<file path="src/rtl/sram_access_ctrl_if.sv">
// Request/grant channels for the SRAM access controller: two read ports and one write port.
interface sram_access_ctrl_if #(
    parameter int unsigned ADDR_W = 7
) ();
    logic              rd0_req;
    logic [ADDR_W-1:0] rd0_addr;
    logic              rd0_gnt;
    logic              rd1_req;
    logic [ADDR_W-1:0] rd1_addr;
    logic              rd1_gnt;
    logic              wr_req;
    logic [ADDR_W-1:0] wr_addr;
    logic              wr_gnt;

    modport master (
        output rd0_req, rd0_addr, rd1_req, rd1_addr, wr_req, wr_addr,
        input  rd0_gnt, rd1_gnt, wr_gnt
    );

    modport slave (
        input  rd0_req, rd0_addr, rd1_req, rd1_addr, wr_req, wr_addr,
        output rd0_gnt, rd1_gnt, wr_gnt
    );
endinterface

</file>
<file path="src/rtl/sram_access_ctrl.sv">
// SRAM wordline access controller: arbitrates rd0/rd1/write onto two decoder addresses.
// Optional bitline precharge cycle before each access is enabled by SRAM_ACC_PRECHARGE_EN.
module sram_access_ctrl #(
    parameter int unsigned ADDR_W = 7
) (
    input  logic              clk,
    input  logic              rst_n,
    sram_access_ctrl_if.slave bus,
    output logic              precharge,
    output logic [ADDR_W-1:0] address_1,
    output logic [ADDR_W-1:0] address_2,
    output logic [1:0]        read_enable,
    output logic              write_enable,
    output logic              rd0_done,
    output logic              rd1_done
);

    typedef enum logic [1:0] {
        ST_IDLE = 2'd0,
        ST_ACC  = 2'd1
`ifdef SRAM_ACC_PRECHARGE_EN
        ,
        ST_PRE  = 2'd2
`endif
    } state_e;

    state_e            r_state, w_state_nxt;
    logic              r_defer, w_defer_nxt;
    logic              r_pre, w_pre_nxt;
    logic [1:0]        r_re, w_re_nxt;
    logic              r_we, w_we_nxt;
    logic [ADDR_W-1:0] r_a1, w_a1_nxt;
    logic [ADDR_W-1:0] r_a2, w_a2_nxt;
    logic              r_rd0_done, r_rd1_done;
`ifdef SRAM_ACC_PRECHARGE_EN
    logic [1:0]        r_lat_re, w_lat_re_nxt;
    logic              r_lat_we, w_lat_we_nxt;
    logic [ADDR_W-1:0] r_lat_a1, w_lat_a1_nxt;
    logic [ADDR_W-1:0] r_lat_a2, w_lat_a2_nxt;
`endif

    logic              w_accept;
    logic              w_gnt_wr, w_gnt_rd0, w_gnt_rd1, w_any_gnt;
    logic [ADDR_W-1:0] w_a1_sel, w_a1_new, w_a2_new;

    // Grants are gated by rst_n so they drop the instant reset asserts.
    assign w_accept  = rst_n && ((r_state == ST_IDLE) || (r_state == ST_ACC));
    assign w_gnt_wr  = w_accept && bus.wr_req && !(bus.rd0_req && r_defer);
    assign w_gnt_rd0 = w_accept && bus.rd0_req && !w_gnt_wr;
    assign w_gnt_rd1 = w_accept && bus.rd1_req && !(w_gnt_wr && (bus.rd1_addr == bus.wr_addr));
    assign w_any_gnt = w_gnt_wr || w_gnt_rd0 || w_gnt_rd1;
    assign w_a1_sel  = w_gnt_wr ? bus.wr_addr : bus.rd0_addr;
    assign w_a1_new  = (w_gnt_wr || w_gnt_rd0) ? w_a1_sel : r_a1;
    assign w_a2_new  = w_gnt_rd1 ? bus.rd1_addr : r_a2;

    assign bus.wr_gnt  = w_gnt_wr;
    assign bus.rd0_gnt = w_gnt_rd0;
    assign bus.rd1_gnt = w_gnt_rd1;

    always_comb begin
        w_state_nxt = r_state;
        w_defer_nxt = r_defer;
        w_pre_nxt   = 1'b0;
        w_re_nxt    = 2'b00;
        w_we_nxt    = 1'b0;
        w_a1_nxt    = r_a1;
        w_a2_nxt    = r_a2;
`ifdef SRAM_ACC_PRECHARGE_EN
        w_lat_re_nxt = r_lat_re;
        w_lat_we_nxt = r_lat_we;
        w_lat_a1_nxt = r_lat_a1;
        w_lat_a2_nxt = r_lat_a2;
`endif
        case (r_state)
            ST_IDLE, ST_ACC: begin
                // A denied rd0 gets priority over the write at the next accept.
                if (w_gnt_rd0)
                    w_defer_nxt = 1'b0;
                else if (bus.rd0_req && w_gnt_wr)
                    w_defer_nxt = 1'b1;
                if (w_any_gnt) begin
`ifdef SRAM_ACC_PRECHARGE_EN
                    w_state_nxt  = ST_PRE;
                    w_pre_nxt    = 1'b1;
                    w_lat_re_nxt = {w_gnt_rd1, w_gnt_rd0};
                    w_lat_we_nxt = w_gnt_wr;
                    w_lat_a1_nxt = w_a1_new;
                    w_lat_a2_nxt = w_a2_new;
`else
                    w_state_nxt  = ST_ACC;
                    w_re_nxt     = {w_gnt_rd1, w_gnt_rd0};
                    w_we_nxt     = w_gnt_wr;
                    w_a1_nxt     = w_a1_new;
                    w_a2_nxt     = w_a2_new;
`endif
                end else begin
                    w_state_nxt = ST_IDLE;
                end
            end
`ifdef SRAM_ACC_PRECHARGE_EN
            ST_PRE: begin
                w_state_nxt = ST_ACC;
                w_re_nxt    = r_lat_re;
                w_we_nxt    = r_lat_we;
                w_a1_nxt    = r_lat_a1;
                w_a2_nxt    = r_lat_a2;
            end
`endif
            default: w_state_nxt = ST_IDLE;
        endcase
    end

    always_ff @(posedge clk or negedge rst_n) begin
        if (!rst_n) begin
            r_state    <= ST_IDLE;
            r_defer    <= 1'b0;
            r_pre      <= 1'b0;
            r_re       <= 2'b00;
            r_we       <= 1'b0;
            r_a1       <= '0;
            r_a2       <= '0;
            r_rd0_done <= 1'b0;
            r_rd1_done <= 1'b0;
        end else begin
            r_state    <= w_state_nxt;
            r_defer    <= w_defer_nxt;
            r_pre      <= w_pre_nxt;
            r_re       <= w_re_nxt;
            r_we       <= w_we_nxt;
            r_a1       <= w_a1_nxt;
            r_a2       <= w_a2_nxt;
            r_rd0_done <= r_re[0];
            r_rd1_done <= r_re[1];
        end
    end

`ifdef SRAM_ACC_PRECHARGE_EN
    always_ff @(posedge clk or negedge rst_n) begin
        if (!rst_n) begin
            r_lat_re <= 2'b00;
            r_lat_we <= 1'b0;
            r_lat_a1 <= '0;
            r_lat_a2 <= '0;
        end else begin
            r_lat_re <= w_lat_re_nxt;
            r_lat_we <= w_lat_we_nxt;
            r_lat_a1 <= w_lat_a1_nxt;
            r_lat_a2 <= w_lat_a2_nxt;
        end
    end
`endif

    assign precharge    = r_pre;
    assign read_enable  = r_re;
    assign write_enable = r_we;
    assign address_1    = r_a1;
    assign address_2    = r_a2;
    assign rd0_done     = r_rd0_done;
    assign rd1_done     = r_rd1_done;

endmodule

</file>
<file path="src/flat_wrapper.sv">
// flat-port wrapper written by rule: the top's interface ports become plain ports
module sram_access_ctrl_flat 
#(
    parameter int unsigned ADDR_W = 7
)
  (clk, rst_n, precharge, address_1, address_2, read_enable, write_enable, rd0_done, rd1_done, bus_rd0_req, bus_rd0_addr, bus_rd1_req, bus_rd1_addr, bus_wr_req, bus_wr_addr, bus_rd0_gnt, bus_rd1_gnt, bus_wr_gnt);
  sram_access_ctrl_if #(.ADDR_W(ADDR_W)) bus_i ();
  input  logic clk;
  input  logic rst_n;
  output logic precharge;
  output logic [ADDR_W-1:0] address_1;
  output logic [ADDR_W-1:0] address_2;
  output logic [1:0] read_enable;
  output logic write_enable;
  output logic rd0_done;
  output logic rd1_done;
  input wire logic [$bits(bus_i.rd0_req)-1:0] bus_rd0_req;
  input wire logic [$bits(bus_i.rd0_addr)-1:0] bus_rd0_addr;
  input wire logic [$bits(bus_i.rd1_req)-1:0] bus_rd1_req;
  input wire logic [$bits(bus_i.rd1_addr)-1:0] bus_rd1_addr;
  input wire logic [$bits(bus_i.wr_req)-1:0] bus_wr_req;
  input wire logic [$bits(bus_i.wr_addr)-1:0] bus_wr_addr;
  output wire logic [$bits(bus_i.rd0_gnt)-1:0] bus_rd0_gnt;
  output wire logic [$bits(bus_i.rd1_gnt)-1:0] bus_rd1_gnt;
  output wire logic [$bits(bus_i.wr_gnt)-1:0] bus_wr_gnt;
  assign bus_i.rd0_req = bus_rd0_req;
  assign bus_i.rd0_addr = bus_rd0_addr;
  assign bus_i.rd1_req = bus_rd1_req;
  assign bus_i.rd1_addr = bus_rd1_addr;
  assign bus_i.wr_req = bus_wr_req;
  assign bus_i.wr_addr = bus_wr_addr;
  assign bus_rd0_gnt = bus_i.rd0_gnt;
  assign bus_rd1_gnt = bus_i.rd1_gnt;
  assign bus_wr_gnt = bus_i.wr_gnt;
  sram_access_ctrl #(.ADDR_W(ADDR_W)) u_core (.clk(clk), .rst_n(rst_n), .bus(bus_i), .precharge(precharge), .address_1(address_1), .address_2(address_2), .read_enable(read_enable), .write_enable(write_enable), .rd0_done(rd0_done), .rd1_done(rd1_done));
endmodule
</file>
<file path="config.mk">
export PLATFORM = sky130hd
export DESIGN_NAME = sram_access_ctrl_flat
export DESIGN_NICKNAME = d
export VERILOG_FILES = /design/src/rtl/sram_access_ctrl_if.sv /design/src/rtl/sram_access_ctrl.sv /design/src/flat_wrapper.sv
export SDC_FILE = /design/constraint.sdc
export NUM_CORES = 1
export LEC_CHECK = 0
export CORE_MARGIN = 2
export CORE_UTILIZATION = 34
export DETAILED_ROUTE_END_ITERATION = 10
export PLACE_DENSITY = 0.75
export SLEW_MARGIN = 20
export SYNTH_ARGS = -nofsm -noshare
export SYNTH_HDL_FRONTEND = slang
export SYNTH_SLANG_ARGS = --single-unit
</file>
<file path="constraint.sdc">
create_clock -name clk -period 1.9 [get_ports clk]
set_clock_uncertainty 0.2 [all_clocks]
set_input_delay 0.57 -clock clk [delete_from_list [all_inputs] [get_ports clk]]
set_output_delay 0.57 -clock clk [all_outputs]
set_load 0.02 [all_outputs]
</file>
==> results.txt <==
The insertion delay of the later-clocked pin in the worst-skew pair was 290 ps; the final worst-path cycle share was 120.2%. Clock-pin slew was measured on the worst setup and hold paths at 110 ps. The number of buffers and inverters on the critical path works out to 2. Summing the sequential cell areas from Yosys gives 56.82% of the chip area.

The number of antenna diodes in the final layout is 0. For the DRC violation count after routing, the log shows 0. In this design, the stage delay of the slowest critical-path cell is 350 ps. The via count of the first global-routing pass was 800.

The core box area is 2477 µm², and the accumulated negative setup slack is -542.6 ps. The part of the power in combinational logic was 32.7%; the number of I/O port buffers was 47. Die width: 54.90 µm.

The critical path goes through buf_8 > xor2_4 > nor4_4 > a41oi_4 > buf_6. For the routed via count, the log shows 766. The total standard cell area after synthesis was 880.8 µm². At the worst endpoint, the required time is 1130 ps. The pin count of the biggest net entering global routing was 16; the number of warnings issued by yosys was 0. The buffer cell driving the clock tree root was sky130_fd_sc_hd__clkbuf_4.

The average wire length per cell after detail routing was 13.50 µm; the post-synthesis net count was 96. The post-synthesis area per instance works out to 12.58 µm². The slowest stage of the critical path is the sky130_fd_sc_hd__nor4_4 cell.

After the first detailed-routing iteration, the DRC count stood at 10. Highest attainable clock frequency: 437.8 MHz. In this run the worst path has a maximum fanout of 2. VDD sags by at most 0.0004359 V. 49 I/O pins were placed. The proportion of total power due to net switching was 29.96%. The worst setup path is launched from an input pin.

The initialized floorplan defines 18 standard-cell rows. For the area enclosed by the die boundary, the log shows 3014 µm². Post-synthesis cell count: 70. The flow ran to the end, but the final reports show violations. For this configuration, the core starts out at a cell density of 35.56%. The final hold violation count was 0. The fraction of layout instances using a drive strength above 1 is 39.42%, and the total congestion overflow is 0.

In this run the worst hold path is classified as in -> async. The clock network accounts for 21.5% of the total power. The share of the core filled with cells came out at 63.54%. Once detail routing completed, the nets flagged for antenna violations numbered 0. Dividing total power by cell area gives a power density of 698.6 nW/µm². The run gives -383.9 ps as the least setup slack across all paths after layout.

The checks that failed: setup timing. The vertical die dimension is 54.90 µm, and the worst-case setup slack after placement is -1275 ps. Using the TritonRoute via totals, the vias-per-cell ratio works out to 4.587. Counting the fill cells in the layout gives 215. At the end of routability-driven placement, the weighted congestion stood at 0.7160. The critical path endpoint category is a primary output. The level count of the clock H-tree is 1, and the critical path data arrival time is 1510 ps.

The top cell types in the final layout, fill and taps aside, are sky130_fd_sc_hd__dlygate4sd2_1, sky130_fd_sc_hd__dfrtp_1, sky130_fd_sc_hd__buf_4. For the finished layout, the period the worst path requires is 2284 ps. The first global-routing pass estimated 3498 µm of wire. Category of cells accounting for the largest share of critical-path delay: simple AND/OR/NAND/NOR gates. The synthesized design contains 20 register bits. Setup repair after global routing could not meet its margin everywhere. The wire-length estimate of the detail-placed layout is 1825 µm.

For this design the static power due to leakage is 0.7723 nW. Startpoint-to-endpoint class of the critical path: in -> out. The run gives 0 as the number of antenna violations at the first check in global routing. The most common cell after layout, fill and taps aside is sky130_fd_sc_hd__dlygate4sd2_1. The number of detailed-routing iterations run before antenna repair came out at 4. The tool flagged a number of max-cap violations equal to 0.

The number of failing setup endpoints in the final timing report came out at 3. The number of buffers inserted during clock tree synthesis is 3, and the count of nets after finishing is 164. The final number of max-transition violations is 0. Internal power: 0.7702 mW.

Clock tree synthesis found a total of 20 sinks. The overall routing resource usage came out at 16.49%. In this run the power spent charging and discharging nets is 0.3295 mW. The logs give 16 for the count of cell types in the netlist and 45.8% for the sequential power share. The logs give 2254 µm for the overall routed net length and 2 for the buffer levels on the longest clock path. Relative to the synthesized area, the layout overhead comes to 78.69%.

TritonCTS built the clock tree.
[path summary, 6_finish.rpt]
path	start	slack, ps	depth (start not counted)	to
max	bus_rd1_addr[2]	-380	5	bus_rd1_gnt
min	rst_n	30	2	u_core.rd0_done
max reg2reg	u_core.r_defer	210	6	u_core.address_2[1]
min reg2reg	u_core.read_enable[0]	190	0	u_core.rd0_done
max in group asynchronous	rst_n	1230	2	u_core.address_2[5]
min in group clk	u_core.read_enable[0]	190	0	u_core.rd0_done
[state kept, by name (all words and copies together) (netlist names)]
register             count
u_core.address_1         7
u_core.address_2         7
u_core.r_defer           1
u_core.rd0_done          1
u_core.rd1_done          1
u_core.read_enable       2
u_core.write_enable      1
[power groups by stage]
stage	Combinational, mW	Sequential [mW]	Clock [mW]
5_1_grt	0.388	0.511	0.266
3_5_place_dp	0.386	0.515	0
4_1_cts	0.363	0.505	0.254
6_report	0.359	0.504	0.237
2_1_floorplan	0.0993	0.577	0
3_3_place_gp	0.379	0.511	0
[logic make-up (layout without fill, tap and decap cells)]
logic type | Yosys count | count (layout) | share of synthesized area, %
AOI/OAI and AO/OA | 10 | 10 | 8.666
xor gates and xnor gates | 7 | 7 | 6.960
buffers and inverters | 3 | 70 | 1.704
DFF | 20 | 20 | 56.82
muxes | 14 | 14 | 16.90
other | 1 | 1 | 0.4257
and+or+nand+nor | 15 | 15 | 8.523
[timing repair]
item | CTS | global route
gates resized for setup | 100 | 7
pin swaps | 11 | 3
hold buffers | 0 | 0
endpoints found under the setup margin | 32 | 10
setup buffers | 6 | 0
gates cloned | 0 | 0
[synth_stat cells]
library cell	n	area, µm²
sky130_fd_sc_hd__buf_4	1	7.510
sky130_fd_sc_hd__xnor2_1	1	8.760
sky130_fd_sc_hd__nand2_1	11	41.29
sky130_fd_sc_hd__o21ai_0	8	40.04
sky130_fd_sc_hd__nand3_1	1	5.000
sky130_fd_sc_hd__a41oi_4	1	27.53
sky130_fd_sc_hd__mux2i_1	7	70.07
sky130_fd_sc_hd__clkinv_1	1	3.750
sky130_fd_sc_hd__nor2_1	2	7.510
sky130_fd_sc_hd__mux2_2	7	78.83
sky130_fd_sc_hd__a41oi_1	1	8.760
sky130_fd_sc_hd__conb_1	1	3.750
sky130_fd_sc_hd__nor4_4	1	21.27
sky130_fd_sc_hd__dfrtp_1	20	500.5
sky130_fd_sc_hd__xor2_1	6	52.55
sky130_fd_sc_hd__clkbuf_1	1	3.750
[layout make-up]
type	instances	area (µm²)	area share, %
Timing Repair Buffer	65	559.3	35.53
Inverter	1	8.758	0.5564
Multi-Input combinational cell	47	431.7	27.42
Tap cell	30	37.54	2.385
Sequential cell	20	500.5	31.80
Clock buffer	4	36.28	2.305
[per-layer routing]
layer / vias to the layer above / global-route usage [%] / part of all wire (%)
met5: - / 0 / 0
met4: 0 / 4.878 / 0
met3: 0 / 2.419 / 7.2
met2: 28 / 31.15 / 53
met1: 365 / 19.10 / 39
li1: 373 / - / -
[worst register-to-register path: cells and delay by family, from the launching register on]
family	cells	cell delay, ps
buf+inv	2	270
compound gates	1	220
mux	1	340
simple gates	2	180
flops	1	390
[per-stage QoR]
step / power (mW) / cells / instance area [µm²] / hold slack, ps
2_1_floorplan: 0.6761 / 70 / 912.1 / 74.41
3_3_place_gp: 0.8903 / 158 / 1503 / 163.5
3_5_place_dp: 0.9008 / 158 / 1503 / 172.9
4_1_cts: 1.123 / 168 / 1572 / 19.95
5_1_grt: 1.166 / 167 / 1574 / 18.49
6_report: 1.100 / 167 / 1574 / 29.81
Power figures use the tool's default switching activity.
